### src/rtl/branch_trace_driver.sv
// Branch trace driver: replays a stored (index, outcome) trace into a
// predictor, scores each prediction and tracks the longest miss streak.
module branch_trace_driver #(
    parameter int K     = 4,
    parameter int DEPTH = 16,
    parameter int AW    = 4,
    parameter int HOLD  = 2,
    parameter int CW    = 8
) (
    input  logic          clk,
    input  logic          reset,
    input  logic          load_en,
    input  logic [AW-1:0] load_addr,
    input  logic [K-1:0]  load_index,
    input  logic          load_outcome,
    input  logic          start,
    input  logic [AW:0]   length,
    input  logic          prediction,
    output logic [K-1:0]  index,
    output logic          branch_outcome,
    output logic          valid,
    output logic          busy,
    output logic          done,
    output logic [CW-1:0] hit_count,
    output logic [CW-1:0] miss_count,
    output logic [CW-1:0] max_miss_streak
);

    localparam int HW = (HOLD > 1) ? $clog2(HOLD) : 1;
    localparam logic [AW:0] DEPTH_L = (AW+1)'(DEPTH);

    typedef enum logic [1:0] {IDLE, PRESENT, DONE} state_t;

    state_t        state_q, state_d;
    logic [K:0]    mem_q [DEPTH];
    logic [AW-1:0] ptr_q, ptr_d;
    logic [HW-1:0] hold_q, hold_d;
    logic [AW:0]   effLen_q, effLen_d;
    logic [K-1:0]  index_q, index_d;
    logic          outcome_q, outcome_d;
    logic          valid_q, valid_d;
    logic          busy_q, busy_d;
    logic          done_q, done_d;
    logic [CW-1:0] hit_q, hit_d;
    logic [CW-1:0] miss_q, miss_d;
    logic [CW-1:0] streak_q, streak_d;
    logic [CW-1:0] maxStreak_q, maxStreak_d;

    logic [AW:0]   reqLen;
    logic [CW-1:0] streakInc;
    logic          lastHold;
    logic          lastEntry;
    logic [K:0]    firstEntry;
    logic [K:0]    nextEntry;

    // Counters stick at all-ones instead of wrapping.
    function automatic logic [CW-1:0] satInc(input logic [CW-1:0] v);
        return (v == '1) ? v : v + CW'(1);
    endfunction

    // Trace memory: loadable only while idle, never cleared by reset.
    always_ff @(posedge clk) begin
        if (load_en && state_q == IDLE) begin
            mem_q[load_addr] <= {load_index, load_outcome};
        end
    end

    // Next-state logic: playback sequencing, entry presentation and scoring.
    always_comb begin
        state_d     = state_q;
        ptr_d       = ptr_q;
        hold_d      = hold_q;
        effLen_d    = effLen_q;
        index_d     = index_q;
        outcome_d   = outcome_q;
        valid_d     = valid_q;
        busy_d      = busy_q;
        done_d      = 1'b0;
        hit_d       = hit_q;
        miss_d      = miss_q;
        streak_d    = streak_q;
        maxStreak_d = maxStreak_q;

        reqLen     = (length > DEPTH_L) ? DEPTH_L : length;
        streakInc  = satInc(streak_q);
        lastHold   = (hold_q == HW'(HOLD - 1));
        lastEntry  = ({1'b0, ptr_q} == effLen_q - (AW+1)'(1));
        firstEntry = mem_q[0];
        nextEntry  = mem_q[ptr_q + AW'(1)];

        case (state_q)
            IDLE: begin
                if (start) begin
                    hit_d       = '0;
                    miss_d      = '0;
                    streak_d    = '0;
                    maxStreak_d = '0;
                    effLen_d    = reqLen;
                    ptr_d       = '0;
                    hold_d      = '0;
                    if (reqLen == '0) begin
                        state_d = DONE;
                        done_d  = 1'b1;
                    end else begin
                        state_d              = PRESENT;
                        valid_d              = 1'b1;
                        busy_d               = 1'b1;
                        {index_d, outcome_d} = firstEntry;
                    end
                end
            end
            PRESENT: begin
                if (hold_q == '0) begin
                    if (prediction == outcome_q) begin
                        hit_d    = satInc(hit_q);
                        streak_d = '0;
                    end else begin
                        miss_d   = satInc(miss_q);
                        streak_d = streakInc;
                        if (streakInc > maxStreak_q) begin
                            maxStreak_d = streakInc;
                        end
                    end
                end
                if (lastHold) begin
                    hold_d = '0;
                    if (lastEntry) begin
                        state_d   = DONE;
                        valid_d   = 1'b0;
                        busy_d    = 1'b0;
                        done_d    = 1'b1;
                        index_d   = '0;
                        outcome_d = 1'b0;
                    end else begin
                        ptr_d                = ptr_q + AW'(1);
                        {index_d, outcome_d} = nextEntry;
                    end
                end else begin
                    hold_d = hold_q + HW'(1);
                end
            end
            DONE: begin
                state_d = IDLE;
            end
            default: begin
                state_d = IDLE;
            end
        endcase
    end

    // State and registered outputs; reset aborts playback and clears statistics.
    always_ff @(posedge clk or posedge reset) begin
        if (reset) begin
            state_q     <= IDLE;
            ptr_q       <= '0;
            hold_q      <= '0;
            effLen_q    <= '0;
            index_q     <= '0;
            outcome_q   <= 1'b0;
            valid_q     <= 1'b0;
            busy_q      <= 1'b0;
            done_q      <= 1'b0;
            hit_q       <= '0;
            miss_q      <= '0;
            streak_q    <= '0;
            maxStreak_q <= '0;
        end else begin
            state_q     <= state_d;
            ptr_q       <= ptr_d;
            hold_q      <= hold_d;
            effLen_q    <= effLen_d;
            index_q     <= index_d;
            outcome_q   <= outcome_d;
            valid_q     <= valid_d;
            busy_q      <= busy_d;
            done_q      <= done_d;
            hit_q       <= hit_d;
            miss_q      <= miss_d;
            streak_q    <= streak_d;
            maxStreak_q <= maxStreak_d;
        end
    end

    assign index           = index_q;
    assign branch_outcome  = outcome_q;
    assign valid           = valid_q;
    assign busy            = busy_q;
    assign done            = done_q;
    assign hit_count       = hit_q;
    assign miss_count      = miss_q;
    assign max_miss_streak = maxStreak_q;

endmodule

### config.mk
export PLATFORM = sky130hd
export DESIGN_NAME = branch_trace_driver
export DESIGN_NICKNAME = d
export VERILOG_FILES = /design/src/rtl/branch_trace_driver.sv
export SDC_FILE = /design/constraint.sdc
export NUM_CORES = 1
export LEC_CHECK = 0
export CORE_MARGIN = 3
export CORE_UTILIZATION = 62
export CTS_CLUSTER_SIZE = 28
export DETAILED_ROUTE_END_ITERATION = 8
export GPL_ROUTABILITY_DRIVEN = 0
export PLACE_DENSITY = 0.95
export SLEW_MARGIN = 5
export SYNTH_ARGS = -nofsm -noshare
export SYNTH_HDL_FRONTEND = slang
export SYNTH_SLANG_ARGS = --single-unit
### constraint.sdc
create_clock -name clk -period 7.4 [get_ports clk]
set_input_delay 1.85 -clock clk [delete_from_list [all_inputs] [get_ports clk]]
set_output_delay 1.85 -clock clk [all_outputs]
set_load 0.1 [all_outputs]
==> results of run 1 <==
-- per-stage QoR --
| step | setup slack (ns) | std cells | cell area, um2 | total power (W) |
|---|---|---|---|---|
| 2_1_floorplan | 4.19 | 454 | 6010 | 0.00184 |
| 3_3_place_gp | 3.73 | 621 | 6580 | 0.00203 |
| 3_5_place_dp | 3.61 | 621 | 6580 | 0.00207 |
| 4_1_cts | 3.36 | 653 | 7130 | 0.00285 |
| 5_1_grt | 3.30 | 653 | 7130 | 0.00299 |
| 6_report | 3.38 | 653 | 7130 | 0.00284 |
-- flip-flops by register name, summed over array words and instances (netlist names) --
signal           flops
effLen_q             5
max_miss_streak      8
miss_count           8
index                4
ptr_q                4
mem_q               80
branch_outcome       1
hit_count            8
state_q              2
streak_q             8
hold_q               1
busy                 1
done                 1
-- final cells by class --
| type | instances | area, um2 | share of cell area (%) |
|---|---|---|---|
| clock buffers | 17 | 414 | 5.81 |
| repair buffers | 51 | 508 | 7.12 |
| flip-flops and latches | 131 | 3680 | 51.6 |
| clock inverters | 15 | 136 | 1.91 |
| multi-input cells | 290 | 2160 | 30.3 |
| inverters | 20 | 75.1 | 1.05 |
| well taps | 129 | 161 | 2.26 |
-- power breakdown --
| part | total (W) | switching, W | leakage, nW | internal (W) |
|---|---|---|---|---|
| combinational | 0.00112 | 0.000731 | 1.10 | 0.000391 |
| clock | 0.000772 | 0.000345 | 0.267 | 0.000427 |
| sequential | 0.000950 | 0.0000927 | 1.39 | 0.000858 |
| total | 0.00284 | 0.00117 | 2.76 | 0.00168 |
-- worst min-delay path by stage --
stage          cells after the start          startpoint  slack (ns)                  to
3_3_place_gp                       1  max_miss_streak[1]        0.49  max_miss_streak[1]
2_1_floorplan                      2         streak_q[4]        0.48         streak_q[4]
6_report                           1  max_miss_streak[7]        0.52  max_miss_streak[7]
4_1_cts                            1  max_miss_streak[7]        0.52  max_miss_streak[7]
5_1_grt                            1  max_miss_streak[7]        0.55  max_miss_streak[7]
3_5_place_dp                       1  max_miss_streak[7]        0.50  max_miss_streak[7]
-- cells by family after synthesis --
family,Yosys count,share of synthesized area (%)
buffers and inverters,33,2.91
and+or+nand+nor,145,11.7
xor gates and xnor gates,20,2.91
adders and majority gates,13,2.71
muxes,32,9.74
DFF,131,61.2
AOI/OAI and AO/OA,80,8.86
-- cells in the final DEF, fill, tap and decap left out, drive strengths merged, types with 2 or more instances in the layout --
master | netlist | layout
nand2 | 43 | 43
edfxtp | 80 | 80
mux4 | 20 | 20
nand3 | 13 | 13
o21ai | 31 | 31
a22o | 2 | 2
xor2 | 13 | 13
ha | 13 | 13
or3 | 5 | 5
clkbuf | 2 | 17
nand2b | 3 | 3
and2 | 2 | 2
inv | 20 | 31
nand4 | 5 | 5
a21oi | 11 | 11
clkinvlp | 0 | 2
nor2b | 4 | 4
dfrtp | 51 | 51
mux2i | 6 | 6
o2bb2ai | 9 | 9
mux2 | 6 | 6
a41o | 2 | 2
nand3b | 5 | 5
clkdlybuf4s50 | 0 | 50
nor3 | 11 | 11
a31oi | 6 | 6
xnor2 | 7 | 7
o211ai | 7 | 7
clkinv | 0 | 2
nor2 | 42 | 42
a21o | 4 | 4
and3 | 7 | 7
-- per-layer routing --
metal  share of wire, %  vias up  GRT usage, %
met5                  0        -             0
met1                 38     1958          28.9
met4                2.4        0          9.31
met3                6.5       28          7.76
met2                 53      195          42.4
li1                   -     1816             -
==> reports/metrics.yaml, run 1 <==
status: "finished, final reports clean"
maxSlewHeadroom_pct: 23.7
diodes: 0
io_pins: 51
period_minus_slack_ns: 4.02
ys_ff_latch: 131
wl_um: 12500
arrival_ns: 2.17
max_freq_mhz: 249
syn-mean-instance-area_um2: 13.2
ys.warnings.count: 0
ant_nets: 0
critPathLaunch: "hit_count[6]"
r2r_setup_slack_ns: 4.25
worst_slew_pin_slew_ns: 1.14
vias: 3997
cts-root-buf: "clkbuf_8"
hold_class: "reg2reg"
drive_above_1_share_pct: 12.6
route.detailed.drc: 0
synthTopCellsByCount: "edfxtp_1, dfrtp_1, nand2_1"
synth-main-ff-cell: "edfxtp_1"
post_cts_buffers: 0
area_growth_pct: 18.6
ir_worst_vdd_v: 0.000320
crit_path_max_fanout: 5
wl_per_cell_um: 19.2
synth_nets: 486
powerDensity_nw_per_um2: 399
finalSetupViolCount: 0
clock-sinks: 131
end_kind: "primary output"
avgViaCountPerCell: 6.12
yosysTopAreaCell: "edfxtp_1"
async_reset_ff_share_pct: 38.9
track_usage_pct: 24.6
slew_violations: 0
cts-buffers-inserted: 17
cp.depth: 1
chipWidth_um: 104
clk_pin_slew_ns: 0.06
dp_hpwl_um: 8460
utilization_pct: 76.5
synth_cells: 454
synth_most_common_cell: "edfxtp_1"
synth_top_area_share_pct: 40.0
slowest_stage: "clkdlybuf4s50_1"
coreArea_um2: 9330
leakagePower_nw: 2.76
synth_edf_count: 80
worstRegToRegCells: 12
cts_hold_buf: 0
h-tree-depth: 4
crit_family: "buffers and inverters"
hold_slack_ns: 0.517
grt_max_degree: 52
synthDistinctLibCells: 51
numPortBuffers: 50
maxCapViolCount: 0
rsz0062_at_grt: "false"
num-fill-cells: 538
initial_utilization_pct: 64.5
r2r_start: "streak_q[0]"
grt_pass1_vias: 4005
antenna_found_initial: 0
startpoint_type: "flop"
die_area_um2: 10900
cp-endpoint: "hit_count[6]"
drtIter0Drc: 257
fp.dieH_um: 104
grt_pass1_wl_um: 20600
final.setup_skew_ns: 0.00544
synth.yosys.seq_area_share_pct: 61.2
min_period_over_period_pct: 54.3
path_buf_inv: 1
critical_path.cell_chain: "clkdlybuf4s50_1"
required_ns: 5.55
clock_latency_ns: 0.52
hold_viol_final: 0
cts_resized: 0
timing.rr.end: "max_miss_streak[1]"
cts_buffer_depth: 2
syn_area_um2: 6010
grt.overflow.total: 0
max_stage_delay_ns: 1.19
finalSetupTns_ns: 0
num_rows: 35
path_class: "reg2out"
cts_tree: "built"
yosys-top-cells-area: "edfxtp_1, dfrtp_1, mux4_2"
layout.nets: 543
firstDrtPassIters: 4
(Power assumes the default switching activity.)
==> inputs of run 2 (changes only) <==
Settings changed: CORE_UTILIZATION 62 to 52, PLACE_DENSITY 0.95 to 0.87.
Clock period 7.4 ns to 3.62 ns, I/O delays scaled along.
==> reports/metrics.yaml, run 2 (synthesis results as in run 1) <==
wl_per_cell_um: 18.4  # -4.4%
antenna_found_initial: 0  # unchanged
io_pins: 51  # unchanged
crit_path_max_fanout: 8  # +3
grt_max_degree: 52  # unchanged
comb_power_share_pct: 38.4  # -1.0 points
largest_register_ffs: 80  # unchanged
area_growth_pct: 18.5
cts-root-buf: "clkbuf_16"
worst_slew_pin_slew_ns: 1.09  # -0.0494 ns
avgViaCountPerCell: 5.94  # -3.0%
p_sw_share_pct: 38.6  # -2.4 points
fin_ws_ns: 0.522  # -2.86 ns
period_minus_slack_ns: 3.10
numPortBuffers: 50  # unchanged
wl_um: 12200  # -2.8%
post_cts_buffers: 0  # unchanged
max_stage_delay_ns: 0.42  # -0.77 ns
h-tree-depth: 4  # unchanged
finalSetupViolCount: 0  # unchanged
clock_latency_ns: 0.41  # -0.11 ns
track_usage_pct: 19.9  # -4.8 points
hold_class: "reg2reg"
arrival_ns: 3.43  # +1.26 ns
slew_violations: 0  # unchanged
status: "finished, final reports clean"
critical_path.cell_chain: "ha_1 > nand2_1 > nor2_1 > mux2i_1 > inv_1 > ha_1 > nor2b_1 > o211ai_1 > a21oi_1 > a211o_1 > o21ai_2 > o2bb2ai_1"
die_area_um2: 12900  # +18%
utilization_pct: 64.3  # -12 points
cts_tree: "built"
grt_pass1_wl_um: 19800  # -4.2%
dp_hpwl_um: 8440  # -0.22%
chipWidth_um: 114  # +8.7%
finalSetupTns_ns: 0  # unchanged
path_buf_inv: 1  # unchanged
most-common-layout-cells: "edfxtp_1, dfrtp_1, nand2_1, nor2_1, buf_4"
num_rows: 38  # +8.6%
grt.overflow.total: 0  # unchanged
place_ws_ns: 0.555  # -3.05 ns
cts_resized: 0  # unchanged
end_kind: "flop"
power_w: 0.00589  # +110%
min_period_over_period_pct: 85.6
maxSlewHeadroom_pct: 27.1  # +3.4 points
max_freq_mhz: 323
initial_utilization_pct: 54.3  # -10 points
cts-buffers-inserted: 17  # unchanged
grt_pass1_vias: 4075  # +1.7%
leakagePower_nw: 2.83  # +2.4%
switching_power_w: 0.00228  # +95%
final.setup_skew_ns: 0.00965  # +0.00421 ns
top_register: "mem_q"
clk_pin_slew_ns: 0.06  # about the same
crit_path_frequent_cell: "ha_1"
startpoint_type: "flop"
maxCapViolCount: 0  # unchanged
firstDrtPassIters: 7  # +3
vias: 3943  # -1.4%
layout.nets: 545  # +0.37%
path_class: "reg2reg"
hold_viol_final: 0  # unchanged
drive_above_1_share_pct: 18.3  # +5.7 points
rsz0062_at_grt: "false"
ant_nets: 0  # unchanged
power_frac_seq_pct: 33.0  # -0.4 points
fp.dieH_um: 114  # +8.7%
cts_buffer_depth: 2  # unchanged
route.detailed.drc: 0  # unchanged
slowest_stage: "dfrtp_1"
internal_power_w: 0.00362  # +120%
crit_family: "compound AO/OA/AOI/OAI gates"
powerDensity_nw_per_um2: 827  # +110%
clock_power_share_pct: 28.6  # +1.4 points
required_ns: 3.95  # -1.60 ns
ir_worst_vdd_v: 0.000625  # +95%
clock-sinks: 131  # unchanged
diodes: 0  # unchanged
coreArea_um2: 11100  # +19%
cts_hold_buf: 0  # unchanged
final_common_cell: "edfxtp_1"
drtIter0Drc: 281  # +9.3%
## run 2: cell types whose count changed in the layout (fill, tap and decap cells not counted), moves of 2 or more
cell / previous run / this run
buf_4: 1 / 34
inv_8: 3 / 0
clkinvlp_4: 2 / 4
inv_6: 8 / 0
clkdlybuf4s50_1: 50 / 19
clkinv_4: 2 / 4
bufinv_16: 0 / 3
## run 2: power groups by stage
| stage | sequential [W] | clock, W | combinational, W |
|---|---|---|---|
| floorplan | 0.00237 | 0 | 0.00138 |
| global placement | 0.00196 | 0 | 0.00218 |
| detailed placement | 0.00197 | 0 | 0.00226 |
| CTS | 0.00194 | 0.00171 | 0.00227 |
| global route | 0.00197 | 0.00177 | 0.00244 |
| finish | 0.00195 | 0.00169 | 0.00226 |
## run 2: routing by layer
| metal | routed length [um] | global-route usage (%) | up-vias | share of wire (%) |
|---|---|---|---|---|
| li1 | - | - | 1815 | - |
| met1 | 4900 | 22.7 | 1978 | 40 |
| met2 | 6450 | 35.5 | 129 | 53 |
| met3 | 618 | 5.41 | 21 | 5.1 |
| met4 | 231 | 7.61 | 0 | 1.9 |
| met5 | 0 | 0 | - | 0 |
## run 2: through the flow
stage	instances	cell area (um2)	hold slack, ns
2_1_floorplan	454	6010	0.480
3_3_place_gp	634	6530	0.497
3_5_place_dp	634	6530	0.506
4_1_cts	664	7120	0.518
5_1_grt	664	7120	0.531
6_report	664	7120	0.512
## run 2: layout make-up
| type | count | area [um2] |
|---|---|---|
| Fill cell | 793 | 3960 |
| Timing Repair Buffer | 53 | 445 |
| Tap cell | 140 | 175 |
| Clock inverter | 13 | 164 |
| Sequential cell | 131 | 3680 |
| Inverter | 20 | 75.1 |
| Multi-Input combinational cell | 290 | 2160 |
| Clock buffer | 17 | 425 |
## run 2: worst register-to-register path, cell delays in order (launching register included)
cell	delay [ns]
dfrtp_1	0.42
ha_1	0.24
nand2_1	0.13
nor2_1	0.29
mux2i_1	0.35
inv_1	0.08
ha_1	0.29
nor2b_1	0.14
o211ai_1	0.16
a21oi_1	0.11
a211o_1	0.31
o21ai_2	0.34
o2bb2ai_1	0.17
## run 2: final timing paths
| check | start | end | slack, ns | cells after the start |
|---|---|---|---|---|
| max | streak_q[0] | max_miss_streak[6] | 0.52 | 12 |
| min | max_miss_streak[7] | max_miss_streak[7] | 0.51 | 1 |
| max reg2reg | streak_q[0] | max_miss_streak[6] | 0.52 | 12 |
| min reg2reg | max_miss_streak[7] | max_miss_streak[7] | 0.51 | 1 |
| max in group asynchronous | reset | hit_count[4] | 1.86 | 2 |
| min in group asynchronous | reset | done | 1.10 | 2 |
==> inputs of run 3 (changes only) <==
Settings changed: CORE_MARGIN 3 to unset, PLACE_DENSITY 0.87 to 0.76.
==> reports/metrics.yaml, run 3 (synthesis results as in run 1) <==
drtIter0Drc: 276  # -1.8%
path_class: "reg2reg"
fin_ws_ns: 0.499  # -0.0232 ns
final_common_cell: "edfxtp_1"
grt_max_degree: 28  # -46%
leakagePower_nw: 2.86  # +1.4%
wl_um: 11900  # -2.1%
clock-sinks: 131  # unchanged
hold_end: "max_miss_streak[5]"
power_frac_seq_pct: 32.1  # -0.9 points
finalSetupViolCount: 0  # unchanged
rsz0062_at_grt: "false"
grt.overflow.total: 0  # unchanged
place_area_um2: 6550  # +0.23%
slew_violations: 0  # unchanged
cts_buffer_depth: 2  # unchanged
ir_worst_vdd_v: 0.000736  # +18%
max_stage_delay_ns: 0.42  # about the same
fp.dieH_um: 110  # -3.5%
cts-root-buf: "clkbuf_16"
worstRegToRegCells: 12  # unchanged
finalSetupTns_ns: 0  # unchanged
use_met3_pct: 5.10  # -0.31 points
cts_hold_buf: 0  # unchanged
vias: 3904  # -0.99%
maxSlewHeadroom_pct: 35.1  # +8.0 points
largest_register_ffs: 80  # unchanged
max_freq_mhz: 320  # -0.74%
place_ws_ns: 0.563  # +0.00770 ns
hold_viol_final: 0  # unchanged
chipWidth_um: 110  # -3.5%
switching_power_w: 0.00228  # about the same
powerDensity_nw_per_um2: 841  # +1.7%
grt_pass1_vias: 3833  # -5.9%
comb_power_share_pct: 37.4  # -1.0 points
firstDrtPassIters: 5  # -2
dp_hpwl_um: 8310  # -1.6%
most-common-layout-cells: "edfxtp_1, dfrtp_1, nand2_1, nor2_1, buf_4"
holdPathStages: 1  # unchanged
clock_latency_ns: 0.42  # about the same
area_growth_pct: 19.5
cts_resized: 0  # unchanged
required_ns: 3.95  # about the same
hold_class: "reg2reg"
route.detailed.drc: 0  # unchanged
worst_slew_pin_slew_ns: 0.971  # -0.121 ns
stdcell_count: 666  # +0.30%
fin_area_um2: 7180  # +0.84%
num_rows: 38  # unchanged
hold_slack_ns: 0.529  # +0.0174 ns
internal_power_w: 0.00377  # +4.2%
cts-buffers-inserted: 17  # unchanged
maxCapViolCount: 0  # unchanged
track_usage_pct: 22.0  # +2.2 points
coreArea_um2: 11000  # -0.43%
r2r_setup_slack_ns: 0.50  # -0.02 ns
status: "finished, final reports clean"
wl_per_cell_um: 17.9  # -2.4%
io_pins: 51  # unchanged
crit_path_frequent_cell: "ha_1"
numPortBuffers: 50  # unchanged
arrival_ns: 3.45  # +0.02 ns
grtUsageMet2_pct: 37.6  # +2.2 points
critical_path.cell_chain: "ha_1 > nand2_1 > nor2_1 > mux2i_1 > inv_1 > ha_1 > nor2b_1 > o211ai_1 > a21oi_1 > a211o_1 > o21ai_2 > o2bb2ai_1"
avgViaCountPerCell: 5.86  # -1.3%
layout.nets: 547  # +0.37%
clock_power_share_pct: 30.5  # +1.9 points
dp.cells: 636  # +0.32%
drive_above_1_share_pct: 18.6  # +0.31 points
antenna_found_initial: 0  # unchanged
met1_usage_pct: 27.1  # +4.4 points
grt_pass1_wl_um: 19100  # -3.4%
post_cts_buffers: 0  # unchanged
slowest_stage: "dfrtp_1"
cts_tree: "built"
min_period_over_period_pct: 86.2  # +0.64 points
clk_pin_slew_ns: 0.06  # about the same
p_sw_share_pct: 37.7  # -0.95 points
crit_path_max_fanout: 8  # unchanged
die_area_um2: 12000  # -6.9%
period_minus_slack_ns: 3.12  # +0.0232 ns
top_register: "mem_q"
r2r_start: "streak_q[0]"
diodes: 0  # unchanged
min_from: "max_miss_streak[5]"
h-tree-depth: 4  # unchanged
startpoint_type: "flop"
busiest_layer: "met2"
final.setup_skew_ns: 0.0123  # +0.00269 ns
end_kind: "flop"
initial_utilization_pct: 54.5  # +0.23 points
ant_nets: 0  # unchanged
timing.rr.end: "max_miss_streak[3]"
run 3: worst max-delay path: cells and delay by family, from the launching register on:
kind / cells / cell delay, ns
mux: 1 / 0.37
buf+inv: 1 / 0.08
compound gates: 5 / 1.06
simple gates: 3 / 0.56
flops: 1 / 0.42
fa+ha+maj: 2 / 0.54
run 3: power groups by stage:
| stage | clock [W] | combinational (W) | sequential, W |
|---|---|---|---|
| finish | 0.00184 | 0.00226 | 0.00194 |
| global route | 0.00193 | 0.00246 | 0.00196 |
| CTS | 0.00186 | 0.00228 | 0.00194 |
| detailed placement | 0 | 0.00227 | 0.00197 |
| global placement | 0 | 0.00222 | 0.00195 |
| floorplan | 0 | 0.00138 | 0.00237 |
run 3: through the flow:
stage	utilization (%)	total power, W
floorplan	-	0.00375
global placement	59.4	0.00417
detailed placement	59.4	0.00423
CTS	65.1	0.00608
global route	65.1	0.00635
finish	65.1	0.00604
run 3: cell type report:
type / instances / area [um2]
inverters: 20 / 75.1
fillers: 800 / 3850
repair buffers: 55 / 460
well taps: 140 / 175
flip-flops and latches: 131 / 3680
clock inverters: 12 / 205
clock buffers: 18 / 429
multi-input cells: 290 / 2160
run 3: per-layer routing:
layer  wire (um)  vias up
met5           0        -
met4         201        0
met1        5110     1951
li1            -     1821
met3         536       18
met2        6090      114
run 3: worst max path at each step:
stage | startpoint | endpoint | slack (ns) | depth (start not counted)
floorplan | streak_q[0] | max_miss_streak[7] | 0.98 | 12
global placement | streak_q[0] | max_miss_streak[2] | 0.75 | 12
detailed placement | streak_q[0] | max_miss_streak[2] | 0.56 | 12
CTS | streak_q[0] | max_miss_streak[2] | 0.54 | 12
global route | streak_q[0] | max_miss_streak[2] | 0.32 | 12
finish | streak_q[0] | max_miss_streak[3] | 0.50 | 12
